### src/rtl/hazard_ctrl.sv
// Pipeline hazard unit: forwarding selects, load-use/branch stalls, multicycle HI/LO decode hold.
// Forwarding and stall outputs are combinational from inputs and state; only the sequencer and stall counter are registered.
module hazard_ctrl #(
   parameter int MD_LAT = 4
) (
   input  logic        clk,
   input  logic        rst,
   input  logic [4:0]  rs_d,
   input  logic [4:0]  rt_d,
   input  logic [4:0]  rse,
   input  logic [4:0]  rte,
   input  logic [4:0]  rf_wae,
   input  logic [4:0]  rf_wam,
   input  logic [4:0]  rf_waw,
   input  logic        we_rege,
   input  logic        we_regm,
   input  logic        we_regw,
   input  logic [1:0]  dm2rege,
   input  logic [1:0]  dm2regm,
   input  logic        branch_d,
   input  logic        jr_d,
   input  logic        md_start_d,
   input  logic        stat_clr,
   output logic        stall_f,
   output logic        stall_d,
   output logic        flush_e,
   output logic        forward_ad,
   output logic        forward_bd,
   output logic [1:0]  forward_ae,
   output logic [1:0]  forward_be,
   output logic        md_busy,
   output logic [15:0] stall_cnt
);

   typedef enum logic [1:0] {
      S_IDLE    = 2'd0,
      S_BUSY    = 2'd1,
      S_RELEASE = 2'd2
   } state_t;

   localparam logic [4:0] CNT_LOAD = 5'(MD_LAT - 1);

   state_t      state_q, state_d;
   logic [4:0]  cnt_q, cnt_d;
   logic [15:0] stall_cnt_q, stall_cnt_d;

   logic lw_stall;
   logic br_stall;
   logic br_op;
   logic br_match_e;
   logic br_match_m;
   logic haz;
   logic md_hold;
   logic stall;

   // Execute operands: the newer result in M wins over W.
   always_comb begin
      forward_ae = 2'b00;
      if (rse != 5'd0 && we_regm && rse == rf_wam)
         forward_ae = 2'b10;
      else if (rse != 5'd0 && we_regw && rse == rf_waw)
         forward_ae = 2'b01;

      forward_be = 2'b00;
      if (rte != 5'd0 && we_regm && rte == rf_wam)
         forward_be = 2'b10;
      else if (rte != 5'd0 && we_regw && rte == rf_waw)
         forward_be = 2'b01;
   end

   assign forward_ad = (rs_d != 5'd0) && we_regm && (rs_d == rf_wam);
   assign forward_bd = (rt_d != 5'd0) && we_regm && (rt_d == rf_wam);

   assign lw_stall = (dm2rege == 2'b01) && we_rege && (rf_wae != 5'd0) &&
                     ((rf_wae == rs_d) || (rf_wae == rt_d));

   // A register jump only reads rs, so rt matches count for branches alone.
   assign br_op      = branch_d | jr_d;
   assign br_match_e = (rf_wae == rs_d) || (branch_d && (rf_wae == rt_d));
   assign br_match_m = (rf_wam == rs_d) || (branch_d && (rf_wam == rt_d));
   assign br_stall   = (br_op && we_rege && (rf_wae != 5'd0) && br_match_e) ||
                       (br_op && (dm2regm == 2'b01) && (rf_wam != 5'd0) && br_match_m);

   assign haz = lw_stall | br_stall;

   always_ff @(posedge clk) begin
      if (!rst) begin
         state_q     <= S_IDLE;
         cnt_q       <= 5'd0;
         stall_cnt_q <= 16'd0;
      end else begin
         state_q     <= state_d;
         cnt_q       <= cnt_d;
         stall_cnt_q <= stall_cnt_d;
      end
   end

   // Hazards seen while BUSY are covered by the hold already and leave the count alone.
   always_comb begin
      state_d = state_q;
      cnt_d   = cnt_q;
      case (state_q)
         S_IDLE: begin
            if (md_start_d && !haz) begin
               state_d = S_BUSY;
               cnt_d   = CNT_LOAD;
            end
         end
         S_BUSY: begin
            cnt_d = cnt_q - 5'd1;
            if (cnt_q == 5'd1)
               state_d = S_RELEASE;
         end
         S_RELEASE: begin
            state_d = S_IDLE;
         end
         default: begin
            state_d = S_IDLE;
            cnt_d   = 5'd0;
         end
      endcase
   end

   always_comb begin
      md_hold = 1'b0;
      md_busy = 1'b0;
      case (state_q)
         S_IDLE:    md_hold = md_start_d;
         S_BUSY: begin
            md_hold = 1'b1;
            md_busy = 1'b1;
         end
         S_RELEASE: md_busy = 1'b1;
         default: begin
            md_hold = 1'b0;
            md_busy = 1'b0;
         end
      endcase
   end

   assign stall   = haz | md_hold;
   assign stall_f = stall;
   assign stall_d = stall;
   assign flush_e = stall;

   always_comb begin
      stall_cnt_d = stall_cnt_q;
      if (stat_clr)
         stall_cnt_d = 16'd0;
      else if (stall && stall_cnt_q != 16'hFFFF)
         stall_cnt_d = stall_cnt_q + 16'd1;
   end

   assign stall_cnt = stall_cnt_q;

endmodule

### config.mk
export PLATFORM = sky130hd
export DESIGN_NAME = hazard_ctrl
export DESIGN_NICKNAME = d
export VERILOG_FILES = /design/src/rtl/hazard_ctrl.sv
export SDC_FILE = /design/constraint.sdc
export NUM_CORES = 1
export LEC_CHECK = 0
export CORE_AREA = 2 2 81 75
export CTS_CLUSTER_DIAMETER = 200
export DETAILED_ROUTE_END_ITERATION = 7
export DIE_AREA = 0 0 83 77
export PLACE_DENSITY = 0.76
export REMOVE_ABC_BUFFERS = 1
export SYNTH_ARGS = -nofsm -noshare
export SYNTH_HDL_FRONTEND = slang
export SYNTH_SLANG_ARGS = --single-unit
### constraint.sdc
create_clock -name clk -period 2.2 [get_ports clk]
set_input_delay 0.22 -clock clk [delete_from_list [all_inputs] [get_ports clk]]
set_output_delay 0.22 -clock clk [all_outputs]
set_load 0.05 [all_outputs]
==> results.py <==
metrics = {
    "floorplan": {
        "std_cell_rows": 26,
        "die_area_sq_mm": 0.00639,
        "dieHeight_um": 77,
        "ios": 74,
        "die_x_um": 83,
        "start_util_pct": 35.2,
        "coreArea_sq_mm": 0.00556,
    },
    "synthesis": {
        "syn_inst": 244,
        "ys_types": 47,
        "synth.largest_area_cell": "dfxtp_1",
        "synth_area_sq_mm": 0.00196,
        "synth_most_common_cell": "xnor2_1",
        "ys_async_sr_fraction_pct": 0,
        "synth_edf_count": 0,
        "synthDominantCellAreaShare_pct": 23.5,
        "yosysWarnings": 0,
        "netlist_top_cells_count": "30 x xnor2_1, 23 x dfxtp_1, 20 x nand2_1",
        "syn_avg_cell_area_sq_um": 8.02,
        "synth_ff_type": "dfxtp_1",
        "ys_seq_area_share_pct": 23.5,
        "ys_ff_latch": 23,
        "yosys-top-cells-area": "dfxtp_1 24%, xnor2_1 13%, or4_1 5.8%",
    },
    "setup_path": {
        "critPathKind": "in -> reg",
        "critical_path.max_fanout": 5,
        "endpoint_kind": "flop",
        "cp-start-kind": "input pin",
        "cp_data_required_time_ns": 2.40,
        "cp_data_arrival_time_ns": 2.40,
    },
    "drt": {
        "vias_per_cell": 5.40,
        "wl_um": 6700,
        "drtIter0Drc": 115,
        "route.detailed.drc": 0,
        "num_vias": 2344,
        "drt-pass1-iter-count": 4,
        "wl_per_cell_um": 15.4,
        "antenna_left": 0,
    },
    "power_and_ir_drop": {
        "p_leak_uw": 0.00137,
        "switching_share_pct": 39.0,
        "switchingPower_uw": 890,
        "p_seq_share_pct": 22.5,
        "clkPwrFrac_pct": 11.9,
        "p_int_uw": 1390,
        "pwr_density_cell_mw_per_mm2": 670,
        "ir_drop_uv": 885,
        "comb_power_share_pct": 65.5,
    },
    "clocking": {
        "max-clock-path-buffers": 2,
        "worstSkewPairLatency_ns": 0.27,
        "cts.sinks": 23,
        "cts-buffers-inserted": 3,
        "path_clk_slew_ns": 0.09,
        "ctsHtreeMaxLevel": 1,
        "postCtsHoldBufs": 0,
        "cts-root-buf": "clkbuf_8",
        "cts_tree": "done",
    },
    "cells_and_area": {
        "nets": 419,
        "fin_area_sq_mm": 0.00341,
        "drive_gt1_share_pct": 27.5,
        "utilization_pct": 61.3,
        "num_antenna_cells": 0,
        "synthToLayoutAreaGrowth_pct": 74.2,
    },
    "place": {
        "port_buffers": 73,
        "routabilityCongestion": 0.881,
        "dpl.hpwl_um": 4870,
        "placed_area_sq_mm": 0.00313,
    },
    "grt": {
        "antenna_found_initial": 0,
        "grt_pass1_wl_um": 11100,
        "grt_overflow": 0,
        "grt_pass1_vias": 2310,
        "grtUsageTotal_pct": 20.5,
        "grt_max_degree": 16,
    },
    "timing": {
        "setup_viol": 1,
        "slew_violations": 0,
        "fmax_ghz": 0.454,
        "fin_skew_ns": 0.00582,
        "tightest_slew_ns": 0.595,
        "finalHoldViolCount": 0,
        "fin_crit_ns": 2.20,
        "timing.final.crit_share_pct": 100,
        "fin_ws_ns": -0.00208,
        "max_slew_margin_pct": 60.3,
    },
    "outcome": {
        "status": "complete, but fails checks",
        "violations": "negative setup slack",
    },
    "job": {
        "max-cap-violations": 0,
    },
    "worst_hold_path": {
        "hold_class": "reg -> reg",
    },
}
stage by stage:
step	std cells	setup TNS, ns	hold WS, ns	total power, uW	setup slack [ns]
2_1_floorplan	230	-6.56	0.353	1160	-0.714
3_3_place_gp	415	-6.13	0.477	1710	-0.337
3_5_place_dp	415	-7.74	0.482	1740	-0.443
4_1_cts	431	0	0.498	2220	0.00150
5_1_grt	434	-0.190	0.515	2420	-0.0436
6_report	434	-0.00208	0.497	2280	-0.00208
timing repair:
| item | CTS | global route |
|---|---|---|
| gates cloned | 2 | 0 |
| endpoints found under the setup margin | 19 | 15 |
| hold endpoints to repair | 0 | 0 |
| resized for setup | 27 | 25 |
| buffers inserted | 10 | 3 |
| pin swaps | 18 | 12 |
sequential cells by signal, summed over array words and instances (netlist names):
| register | count |
|---|---|
| stall_cnt | 16 |
| state_q | 2 |
| cnt_q | 5 |
cells in the final DEF (no fill, tap or decap), types with 10 or more instances in the layout:
cell type / instances
dlygate4sd2_1: 15
xnor2_1: 28
nand2_1: 19
nor2_1: 11
dfxtp_1: 23
clkdlybuf4s50_1: 41
buf_12: 12
or4_1: 12
buf_4: 52
nand4_1: 11
a21oi_1: 11
o31ai_1: 10
cell families after synthesis:
group / after synthesis / share of synthesized area, %
buf+inv: 25 / 6.20
fa+ha+maj: 6 / 3.84
simple gates: 97 / 27.8
compound gates: 51 / 19.6
flops: 23 / 23.5
mux: 4 / 2.05
xor+xnor: 38 / 17.0
metal layers:
layer  share of wire [%]  up-vias  routed length, um  GRT usage, %
met5                   0        -                  0             0
met3                 6.6       10                439          4.41
li1                    -     1142                  -             -
met4                0.90        0                 60          2.95
met2                  47       89               3150          34.3
met1                  45     1103               3050          27.8
cell type report:
| class | instances | area, sq um |
|---|---|---|
| Clock buffer | 3 | 41.3 |
| Clock inverter | 1 | 5.00 |
| Fill cell | 469 | 2150 |
| Inverter | 11 | 41.3 |
| Multi-Input combinational cell | 196 | 1460 |
| Sequential cell | 23 | 460 |
| Tap cell | 70 | 87.6 |
| Timing Repair Buffer | 130 | 1310 |
path summary, 6_finish.rpt:
check	slack [ns]	startpoint	depth (start not counted)	endpoint
max	-0.002	branch_d	9	stall_cnt[7]$_SDFFE_PP0P_
min	0.50	stall_cnt[15]$_SDFFE_PP0P_	2	stall_cnt[15]$_SDFFE_PP0P_
min reg2reg	0.50	stall_cnt[15]$_SDFFE_PP0P_	2	stall_cnt[15]$_SDFFE_PP0P_
max reg2reg	0.18	state_q[0]$_SDFFE_PN0P_	8	stall_cnt[7]$_SDFFE_PP0P_
power groups by stage:
stage / logic (uW) / registers [uW] / clock network [uW]
after detailed placement: 1210 / 524 / 0
after global routing: 1590 / 525 / 302
final: 1500 / 515 / 272
after floorplan: 630 / 530 / 0
after CTS: 1430 / 514 / 276
after global placement: 1190 / 521 / 0
worst max-delay path: stages:
cell and delay (ns):
clkdlybuf4s50_1 0.59, o21ai_0 0.15, o22ai_2 0.23, nand2_2 0.09, o211a_4 0.17, buf_12 0.14, buf_4 0.14, or4_4 0.52
a21oi_2 0.15
No activity file was read; power rests on OpenSTA's default activity.
